==> src/rtl/fetch_unit.sv <==
// -----------------------------------------------------------------------------
// fetch_unit
//   Producer side of the fetch->decode pipeline register. Generates the PC
//   stream, issues instruction-memory reads under a credit scheme, queues the
//   returned 64-bit instructions and presents the queue head combinationally
//   on ninstruction/npc. Branch redirects flush the queue and discard every
//   read still in flight.
//
// Ports
//   clk, rst          clock (rising edge), asynchronous active-high reset
//   halt              downstream halted: queue head is not consumed
//   redirect          single-cycle redirect pulse, new PC on redirect_pc
//   req_valid/ready   memory read request handshake, address on req_addr
//   resp_valid/data   in-order read data, never back-pressured
//   ninstruction/npc  queue head instruction and its PC (STALL / 0 when empty)
//   nvalid            head is a real instruction
//
// Optional build macro FETCH_PERF_CNT_EN adds saturating 32-bit counters:
//   perf_stall_cycles  cycles with nvalid=0 and halt=0
//   perf_fetched       instructions consumed downstream
//   perf_dropped       responses discarded after a redirect
// -----------------------------------------------------------------------------
`default_nettype none

module fetch_unit #(
    parameter int                DEPTH    = 4,
    parameter int                ADDR_W   = 64,
    parameter logic [ADDR_W-1:0] RESET_PC = '0
) (
    input  logic              clk,
    input  logic              rst,
    input  logic              halt,
    input  logic              redirect,
    input  logic [ADDR_W-1:0] redirect_pc,
    output logic              req_valid,
    input  logic              req_ready,
    output logic [ADDR_W-1:0] req_addr,
    input  logic              resp_valid,
    input  logic [63:0]       resp_data,
    output logic [63:0]       ninstruction,
    output logic [ADDR_W-1:0] npc,
    output logic              nvalid
`ifdef FETCH_PERF_CNT_EN
    ,
    output logic [31:0]       perf_stall_cycles,
    output logic [31:0]       perf_fetched,
    output logic [31:0]       perf_dropped
`endif
);

    localparam int                PTR_W   = $clog2(DEPTH);
    localparam int                CNT_W   = PTR_W + 1;
    localparam logic [63:0]       STALL   = 64'h0000_0000_0000_0013;
    localparam logic [CNT_W-1:0]  DEPTH_C = CNT_W'(DEPTH);
    localparam logic [CNT_W:0]    DEPTH_S = (CNT_W + 1)'(DEPTH);
    localparam logic [CNT_W-1:0]  ONE_C   = CNT_W'(1);

    logic [ADDR_W-1:0] pc_q, pc_d;
    logic [CNT_W-1:0]  cnt_q, cnt_d;
    logic [CNT_W-1:0]  out_q, out_d;
    logic [CNT_W-1:0]  drop_q, drop_d;
    logic [PTR_W-1:0]  rd_q, rd_d, wr_q, wr_d;
    logic [PTR_W-1:0]  tag_rd_q, tag_rd_d, tag_wr_q, tag_wr_d;

    logic [63:0]       q_data  [DEPTH];
    logic [ADDR_W-1:0] q_pc    [DEPTH];
    logic [ADDR_W-1:0] tag_mem [DEPTH];

    logic              fire, resp_ok, discard, push, pop;
    logic [CNT_W:0]    credit_sum;

    always_comb begin
        // Queue entries plus reads in flight never exceed DEPTH, so every
        // response that is kept always finds a free queue slot.
        credit_sum   = {1'b0, cnt_q} + {1'b0, out_q};
        req_valid    = ~rst & ~redirect & (credit_sum < DEPTH_S) & (out_q < DEPTH_C);
        req_addr     = pc_q;
        nvalid       = (cnt_q != '0);
        ninstruction = nvalid ? q_data[rd_q] : STALL;
        npc          = nvalid ? q_pc[rd_q] : '0;

        fire    = req_valid & req_ready;
        // A response with nothing outstanding is a protocol error and ignored.
        resp_ok = resp_valid & (out_q != '0);
        discard = resp_ok & (redirect | (drop_q != '0));
        push    = resp_ok & ~discard;
        pop     = nvalid & ~halt & ~redirect;

        out_d    = out_q + CNT_W'(fire) - CNT_W'(resp_ok);
        tag_wr_d = tag_wr_q + PTR_W'(fire);
        pc_d     = fire ? pc_q + ADDR_W'(8) : pc_q;
        drop_d   = drop_q;
        rd_d     = rd_q + PTR_W'(pop);
        wr_d     = wr_q + PTR_W'(push);
        cnt_d    = cnt_q + CNT_W'(push) - CNT_W'(pop);
        tag_rd_d = tag_rd_q + PTR_W'(push);

        if (redirect) begin
            // Every read still in flight after this cycle belongs to the old
            // stream; their tags are dropped by emptying the tag FIFO, so the
            // discarded responses never consume a tag.
            pc_d     = redirect_pc;
            drop_d   = out_q - CNT_W'(resp_ok);
            rd_d     = '0;
            wr_d     = '0;
            cnt_d    = '0;
            tag_rd_d = tag_wr_q;
        end else if (resp_ok && (drop_q != '0)) begin
            drop_d   = drop_q - ONE_C;
        end
    end

    always_ff @(posedge clk or posedge rst) begin
        if (rst) begin
            pc_q     <= RESET_PC;
            cnt_q    <= '0;
            out_q    <= '0;
            drop_q   <= '0;
            rd_q     <= '0;
            wr_q     <= '0;
            tag_rd_q <= '0;
            tag_wr_q <= '0;
        end else begin
            pc_q     <= pc_d;
            cnt_q    <= cnt_d;
            out_q    <= out_d;
            drop_q   <= drop_d;
            rd_q     <= rd_d;
            wr_q     <= wr_d;
            tag_rd_q <= tag_rd_d;
            tag_wr_q <= tag_wr_d;
        end
    end

    // Storage only; validity is tracked by the pointers and counters above.
    always_ff @(posedge clk) begin
        if (push) begin
            q_data[wr_q] <= resp_data;
            q_pc[wr_q]   <= tag_mem[tag_rd_q];
        end
        if (fire) begin
            tag_mem[tag_wr_q] <= pc_q;
        end
    end

    a_resp_needs_outstanding: assert property (@(posedge clk) disable iff (rst)
        resp_valid |-> (out_q != '0));
    a_credit_bound: assert property (@(posedge clk) disable iff (rst)
        credit_sum <= DEPTH_S);

`ifdef FETCH_PERF_CNT_EN
    logic [31:0] stall_cycles_q, stall_cycles_d;
    logic [31:0] fetched_q, fetched_d;
    logic [31:0] dropped_q, dropped_d;

    function automatic logic [31:0] sat_inc(input logic [31:0] v, input logic en);
        return (en && (v != 32'hFFFF_FFFF)) ? v + 32'd1 : v;
    endfunction

    always_comb begin
        stall_cycles_d = sat_inc(stall_cycles_q, ~nvalid & ~halt);
        fetched_d      = sat_inc(fetched_q, pop);
        dropped_d      = sat_inc(dropped_q, discard);
    end

    always_ff @(posedge clk or posedge rst) begin
        if (rst) begin
            stall_cycles_q <= '0;
            fetched_q      <= '0;
            dropped_q      <= '0;
        end else begin
            stall_cycles_q <= stall_cycles_d;
            fetched_q      <= fetched_d;
            dropped_q      <= dropped_d;
        end
    end

    assign perf_stall_cycles = stall_cycles_q;
    assign perf_fetched      = fetched_q;
    assign perf_dropped      = dropped_q;
`endif

endmodule

`default_nettype wire
==> config.mk <==
export PLATFORM = sky130hd
export DESIGN_NAME = fetch_unit
export DESIGN_NICKNAME = d
export VERILOG_FILES = /design/src/rtl/fetch_unit.sv
export SDC_FILE = /design/constraint.sdc
export NUM_CORES = 1
export LEC_CHECK = 0
export CORE_MARGIN = 1
export CORE_UTILIZATION = 35
export DETAILED_ROUTE_END_ITERATION = 7
export PLACE_DENSITY = 0.59
export SKIP_CTS_REPAIR_TIMING = 1
export SYNTH_ARGS = -nofsm -noshare
export SYNTH_HDL_FRONTEND = slang
export SYNTH_SLANG_ARGS = --single-unit
==> constraint.sdc <==
create_clock -name clk -period 12.1 [get_ports clk]
set_input_delay 1.815 -clock clk [delete_from_list [all_inputs] [get_ports clk]]
set_output_delay 1.815 -clock clk [all_outputs]
set_load 0.005 [all_outputs]
Word-level counts from Yosys, hierarchy flattened
Memory sizes are Yosys's and may differ from the RTL's.
Index checks and enable logic that the tools add are counted.
- output and inout bits: 194
- memories: 3
- input port bits: 134
- register bits after elaboration: 81
- logic and storage cells: 59
- RAM bits: 768
- memory list (memory ; words ; width ; read ports ; clocked after Yosys merged registers in ; write ports ; line ; RTL):
    q_data ; 4 ; 64 ; 1 ; 0 ; 1 ; 65 ; logic [63:0] q_data [DEPTH];
    q_pc ; 4 ; 64 ; 1 ; 0 ; 1 ; 66 ; logic [ADDR_W-1:0] q_pc [DEPTH];
    tag_mem ; 4 ; 64 ; 1 ; 0 ; 1 ; 67 ; logic [ADDR_W-1:0] tag_mem [DEPTH];
- bitwise gates (word level): 14
- multiplexer cells: 14
- $lt $le $gt $ge: 2
- add/subtract/negate cells: 12
- reduce and logical (&&, ||, !) cells: 6
- operators by type and width (cell ; count):
    $mux W64 ; 4
    $add A64 B4 Y64 const B ; 1
    $and A1 B1 Y1 ; 9
    $mux W3 ; 3
    $reduce_bool A3 Y1 ; 3
    $sub A3 B1 Y3 ; 3
    $add A2 B1 Y2 ; 4
    $add A3 B1 Y3 ; 2
    $mux W2 ; 3
    $add A3 B3 Y4 ; 1
    $lt A4 B3 Y1 const B ; 1
    $mux W1 ; 4
    $not A1 Y1 ; 4
    $reduce_bool A2 Y1 ; 2
    $lt A3 B3 Y1 const B ; 1
    $sub A3 B1 Y3 const B ; 1
    $logic_and A1 B1 Y1 ; 1
    $or A1 B1 Y1 ; 1

Depth between registers and ports, before layout
Gate-level depths: netlist of the first run.
- depth in word-level cells: 8
- gate-level depth with buffers: 12
- depth with buffers taken out: 11

Worst setup path after synthesis of the first run
Ideal clock, no wire load.
- kind: input -> register
- start: input redirect
- end: memory q_data[2][0], enable pin
- path buffers: 1
- arrival time: 11.723 ns
- path slack: -0.422 ns
- stages on the path: 3
- setup time: 0.799 ns
- data required time: 11.301 ns
- path through: clkbuf_1 > or3_1 > nor3b_1
- longest elaborated chain between the ends: 6
- RTL lines (element ; line ; RTL):
    from (decl) ; 33 ; input logic redirect,
    $or A1 B1 Y1 ; 85 ; discard = resp_ok & (redirect | (drop_q != '0));
    $and A1 B1 Y1 ; 85 ;
    $not A1 Y1 ; 86 ; push = resp_ok & ~discard;
    $and A1 B1 Y1 ; 86 ;
    $mux W1 ; 137 ; if (push) begin
    $mux W1 (implied by the code) ; 138 ; q_data[wr_q] <= resp_data;
    to (decl) ; 65 ;
No other way between the ends.

Worst setup path after layout of the first run
- start: register rd_q[0]
- end: output npc[4]
- longest elaborated chain between the ends: 2
- RTL lines (element ; line ; RTL):
    from (decl) ; 62 ; logic [PTR_W-1:0] rd_q, rd_d, wr_q, wr_d;
    from (signal assigned) ; 128 ; rd_q <= rd_d;
    $mem_v2 Z4 W64 ; - ;
    $mux W64 ; 80 ; npc = nvalid ? q_pc[rd_q] : '0;
    to (decl) ; 41 ; output logic [ADDR_W-1:0] npc,
No other way between the ends.

==> impl_metrics.py, run 1 <==
metrics = {
    "floorplanning": {
        "start_util_pct": 35.40,
        "die_w_um": 312.2,
        "coreArea_sq_um": 95150,
        "dieArea_sq_um": 97490,
        "die_h_um": 312.2,
        "boundaryPins": 328,
        "rows": 113,
    },
    "detailed_routing": {
        "vias_per_cell": 5.259,
        "wl_met3_um": 6121,
        "drtIter0Drc": 1749,
        "wl_met1_um": 37290,
        "num_vias": 18128,
        "ant_nets": 0,
        "highest_layer": "met5",
        "firstDrtPassIters": 6,
        "route.met2.wl_um": 40440,
        "drcViolationCount": 0,
        "wirelength_um": 85190,
        "wl_per_cell_um": 24.71,
    },
    "cells_and_area": {
        "drive_gt1_share_pct": 17.90,
        "stdcell_area_sq_um": 41360,
        "fin_util_pct": 43.47,
        "area_delta_synth_final_pct": 22.79,
        "seq_area_sq_um": 25100,
        "n_fill_cell": 8268,
        "layout_commonest_cell": "edfxtp_1",
        "final_cell_mix": "edfxtp_1 (768), clkdlybuf4s50_1 (326), mux4_2 (192), and2_1 (129), clkbuf_16 (93)",
        "instances_no_fill": 3447,
        "multi_input_area_sq_um": 8155,
        "nNetsFinal": 2257,
    },
    "setup_path": {
        "cp_top_family": "buffers and inverters",
        "worstPathArrival_ps": 3660,
        "required_ps": 10280,
        "crit_fanout": 107,
        "worst-path-buf-inv": 2,
        "cp-end-kind": "output pin",
        "crit_chain": "buf_12, mux4_2, and2_1, clkdlybuf4s50_1",
        "critPathMaxStageDelay_ps": 780,
        "path_class": "reg -> out",
        "critPathSlowestCell": "dfrtp_4",
        "start_kind": "register",
    },
    "timing": {
        "finalHoldViolations": 0,
        "rsz0062_at_grt": "no",
        "timing.fmax_mhz": 182.6,
        "post-route-period-util_pct": 45.26,
        "clock_skew_ps": 33.99,
        "fin_crit_ps": 5476,
        "worst_pin_slew_ps": 1286,
        "slew_headroom_pct": 14.25,
        "worst_slack_ps": 6624,
        "setup_viol_count_final": 0,
        "slew_viol_final": 0,
        "fin_hold_ws_ps": 548.9,
        "tns_ps": 0,
    },
    "logic_synthesis": {
        "ys_seq_elements": 849,
        "synth_edf_count": 768,
        "netlist_area_sq_um": 33690,
        "synth_top_family_by_area": "multiplexers",
        "synth_cells": 1746,
        "synth_area_per_cell_sq_um": 19.29,
        "syn_nets": 1897,
        "ys_top_cells_by_area": "edfxtp_1 (68%), mux4_2 (13%), dfrtp_1 (6.0%)",
        "yosysTopAreaCell": "edfxtp_1",
        "ys.flop_type": "edfxtp_1",
        "yosys.area_share.simple_pct": 7.217,
        "yosys.area_share.xor_xnor_pct": 0.4940,
        "synthAdderAreaFrac_pct": 0.6760,
        "synthMuxAreaShare_pct": 13.38,
        "yosys_warnings": 0,
        "synthDistinctLibCells": 58,
        "async_reset_ff_share_pct": 9.541,
        "yosysTopAreaCellShare_pct": 68.46,
        "synth_compound_area_share_pct": 2.273,
        "ys_seq_area_share_pct": 74.48,
    },
    "clock_network": {
        "cts.sinks": 849,
        "cts_htree_levels": 3,
        "cts-root-buf": "clkbuf_16",
        "cts_tree": "built",
        "clk_latency_ps": 650,
        "cts_max_path_buffers": 3,
        "numCtsBuffers": 91,
        "path_clk_slew_ps": 60,
    },
    "place": {
        "finalWeightedCongestion": 0.8447,
        "postPlaceCellArea_sq_um": 38490,
        "place_ws_ps": 6480,
        "hpwl_um": 51780,
        "io_buffer_count": 327,
        "dp.cells": 3278,
    },
    "global_route": {
        "grt_first_pass_wirelength_um": 126200,
        "globalRouteOverflowTotal": 0,
        "globalRouteTotalUtil_pct": 17.49,
        "grt_max_degree": 129,
        "grt_pass1_vias": 19066,
        "grt_antenna_before_repair": 6,
    },
    "power_and_ir_drop": {
        "p_leak_nw": 13.17,
        "peakVddDrop_uv": 101.7,
        "total_power_mw": 7.758,
        "pwr_density_cell_nw_per_um2": 187.6,
    },
    "hold_path": {
        "hold_class": "reg -> reg",
    },
    "outcome": {
        "outcome": "finished clean",
    },
    "flow_run": {
        "max_cap_viol_count": 0,
    },
}
==> area by class of cell <==
cell class / instances / area share, %
Antenna cell: 3 / 0.01815
Clock buffer: 115 / 5.850
Clock inverter: 51 / 1.086
Inverter: 28 / 0.2632
Multi-Input combinational cell: 777 / 19.72
Sequential cell: 849 / 60.69
Tap cell: 1265 / 3.826
Timing Repair Buffer: 359 / 8.548
==> flip-flops by register name, summed over array words and instances, names as in the netlist, 3 cells and up <==
register	flops
cnt_q	3
drop_q	3
out_q	3
q_data	256
q_pc	256
req_addr	64
tag_mem	256
==> final timing paths <==
| kind | to | start | slack, ps | cells after the start |
|---|---|---|---|---|
| hold / removal | tag_mem[0][0] | req_addr[0] | 550 | 0 |
| min in group asynchronous | out_q[0] | rst | 1640 | 2 |
| hold reg to reg | tag_mem[0][0] | req_addr[0] | 550 | 0 |
| max in group asynchronous | req_addr[38] | rst | 9310 | 3 |
| setup reg to reg | q_data[1][30] | drop_q[0] | 8320 | 9 |
| setup / recovery | npc[4] | rd_q[0] | 6620 | 4 |
==> synth_stat cells, types with 15 or more instances <==
master,count
nor4_1,16
o21ai_0,29
ha_1,15
a22oi_1,20
or4_1,16
a21oi_1,18
o211ai_1,17
buf_1,33
nand3_1,46
mux4_2,192
edfxtp_1,768
nor3_1,18
inv_1,28
dfrtp_1,81
nand4_1,34
nand2_1,62
clkbuf_1,47
and2_1,129
nor2_1,32
==> power by group <==
part	switching (mW)	internal (mW)
sequential	0.233	3.45
combinational	0.645	0.762
clock	1.11	1.56
==> metal layers <==
metal	global-route usage [%]	vias up
li1	-	7830
met2	28.06	652
met1	24.71	9534
met5	0	-
met3	3.417	108
met4	3.821	4
==> cells by family after synthesis <==
group,after synthesis
adder cells (fa/ha/maj),17
flip-flops,849
multiplexers,209
AND/OR/NAND/NOR,419
XOR/XNOR,19
buffers and inverters,120
AO/OA/AOI/OAI,113
No activity file was read; power rests on OpenSTA's default activity.
==> run 2, diff against run 1 <==
--- a/config.mk
+++ b/config.mk
@@ -8,7 +8,7 @@
 export CORE_MARGIN = 1
 export CORE_UTILIZATION = 35
 export DETAILED_ROUTE_END_ITERATION = 7
-export PLACE_DENSITY = 0.59
+export PLACE_DENSITY = 0.61
 export SKIP_CTS_REPAIR_TIMING = 1
 export SYNTH_ARGS = -nofsm -noshare
 export SYNTH_HDL_FRONTEND = slang
==> constraint.sdc (replaced) <==
create_clock -name clk -period 5 [get_ports clk]
set_input_delay 0.75 -clock clk [delete_from_list [all_inputs] [get_ports clk]]
set_output_delay 0.75 -clock clk [all_outputs]
set_load 0.005 [all_outputs]
==> run 2 against run 1 <==
Sequential cell count did not move. Die area did not move. Hold slack improved by 26 ps. Final area rose by 0.23%. Combinational power rose by 130%. Non-clock buffer count rose by 4. Final cell count barely moved. Highest routed layer unchanged.
==> impl_metrics.py, run 2 (same netlist as run 1, synthesis figures left out) <==
metrics = {
    "global_route": {
        "globalRouteOverflowTotal": 0,
        "grt_max_degree": 127,
        "grt_first_pass_wirelength_um": 121600,
        "grt_antenna_before_repair": 6,
        "globalRouteTotalUtil_pct": 16.76,
        "grt_pass1_vias": 18550,
    },
    "cells_and_area": {
        "fin_util_pct": 43.57,
        "largestRegisters": "q_data x256, q_pc x256, tag_mem x256",
        "area_delta_synth_final_pct": 23.08,
        "stdcell_area_sq_um": 41460,
        "layout_commonest_cell": "edfxtp_1",
        "drive_gt1_share_pct": 18.41,
        "final_cell_mix": "edfxtp_1 (768), clkdlybuf4s50_1 (326), mux4_2 (192), and2_1 (129), clkbuf_16 (91)",
        "instances_no_fill": 3448,
        "nNetsFinal": 2259,
    },
    "timing": {
        "slew_headroom_pct": 34.88,
        "fin_crit_ps": 3988,
        "rsz0062_at_grt": "no",
        "tns_ps": 0,
        "slew_viol_final": 0,
        "timing.fmax_mhz": 250.7,
        "post-route-period-util_pct": 79.77,
        "worst_slack_ps": 1012,
        "clock_skew_ps": 29.17,
        "finalHoldViolations": 0,
        "fin_hold_ws_ps": 574.9,
        "setup_viol_count_final": 0,
        "worst_pin_slew_ps": 976.7,
    },
    "power_and_ir_drop": {
        "seq_power_share_pct": 48.0,
        "p_comb_share_pct": 17.9,
        "internal_power_mw": 13.86,
        "p_switching_mw": 4.658,
        "clock_power_share_pct": 34.2,
        "peakVddDrop_uv": 260.2,
        "switching_share_pct": 25.15,
        "p_leak_nw": 13.17,
        "total_power_mw": 18.52,
        "pwr_density_cell_nw_per_um2": 446.7,
    },
    "floorplanning": {
        "rows": 113,
        "coreArea_sq_um": 95150,
        "boundaryPins": 328,
        "start_util_pct": 35.40,
        "die_h_um": 312.2,
        "die_w_um": 312.2,
        "dieArea_sq_um": 97490,
    },
    "setup_path": {
        "crit_fanout": 36,
        "worstPathArrival_ps": 3240,
        "r2r_slack_ps": 1840,
        "required_ps": 4250,
        "reg2reg_to": "req_addr[51]",
        "start_kind": "register",
        "cp-end-kind": "output pin",
        "reg2reg_from": "req_addr[3]",
        "r2r_cells": 6,
        "path_class": "reg -> out",
    },
    "detailed_routing": {
        "firstDrtPassIters": 5,
        "wl_per_cell_um": 23.75,
        "vias_per_cell": 5.240,
        "drcViolationCount": 0,
        "ant_nets": 0,
        "drtIter0Drc": 1776,
        "wirelength_um": 81900,
        "num_vias": 18067,
    },
    "clock_network": {
        "cts_htree_levels": 3,
        "path_clk_slew_ps": 60,
        "cts_tree": "built",
        "cts-root-buf": "clkbuf_16",
        "numCtsBuffers": 89,
        "cts.sinks": 849,
        "clk_latency_ps": 630,
        "cts_max_path_buffers": 3,
    },
    "hold_path": {
        "hold_end": "tag_mem[1][0]",
        "holdCritStartpoint": "req_addr[0]",
        "hold_class": "reg -> reg",
        "hold_path_depth": 0,
    },
    "place": {
        "postPlaceCellArea_sq_um": 38650,
        "io_buffer_count": 327,
        "place_ws_ps": 1407,
        "hpwl_um": 50990,
        "dp.cells": 3282,
        "finalWeightedCongestion": 0.8409,
    },
    "flow_run": {
        "max_cap_viol_count": 0,
    },
    "outcome": {
        "outcome": "finished clean",
    },
}
-- run 2: area by class of cell --
| type | instances | area (sq um) |
|---|---|---|
| fillers | 8158 | 53690 |
| flip-flops and latches | 849 | 25100 |
| multi-input cells | 777 | 8179 |
| repair buffers | 363 | 3679 |
| clock buffers | 115 | 2377 |
| well taps | 1265 | 1583 |
| clock inverters | 46 | 416.7 |
| inverters | 28 | 108.9 |
| diodes | 5 | 12.51 |
-- run 2: power by group through the flow --
stage | sequential [mW] | clock (mW) | combinational, mW
after floorplan | 8.69 | 0 | 1.95
after global placement | 9.02 | 0 | 3.31
after detailed placement | 9.05 | 0 | 3.40
after CTS | 8.90 | 6.52 | 3.41
after global routing | 8.94 | 6.77 | 3.61
final | 8.88 | 6.33 | 3.31
-- run 2: worst max-delay path by stage --
stage                     startpoint             to  slack, ps  depth (start not counted)
final                        rd_q[0]        npc[49]       1010                          4
after global routing         rd_q[0]        npc[49]        810                          4
after CTS                    rd_q[0]        npc[49]        860                          4
after detailed placement  resp_valid  q_data[3][45]       1410                          6
after global placement    resp_valid  q_data[3][45]       1450                          6
after floorplan             redirect  tag_mem[0][0]        -10                          7
-- run 2: routing by layer --
layer / wire length, um / vias up / track usage (%) / part of all wire (%)
met4: 1599 / 4 / 4.646 / 2.0
met3: 6111 / 113 / 3.218 / 7.5
met2: 39430 / 691 / 27.17 / 48
met1: 34740 / 9423 / 23.09 / 42
met5: 21 / - / 0 / 0.026
li1: - / 7836 / - / -
-- run 2: critical path: stages, from the launching register on --
cell and delay, ps:
dfrtp_4 850, buf_12 360, mux4_2 660, and2_1 210, clkdlybuf4s50_1 440
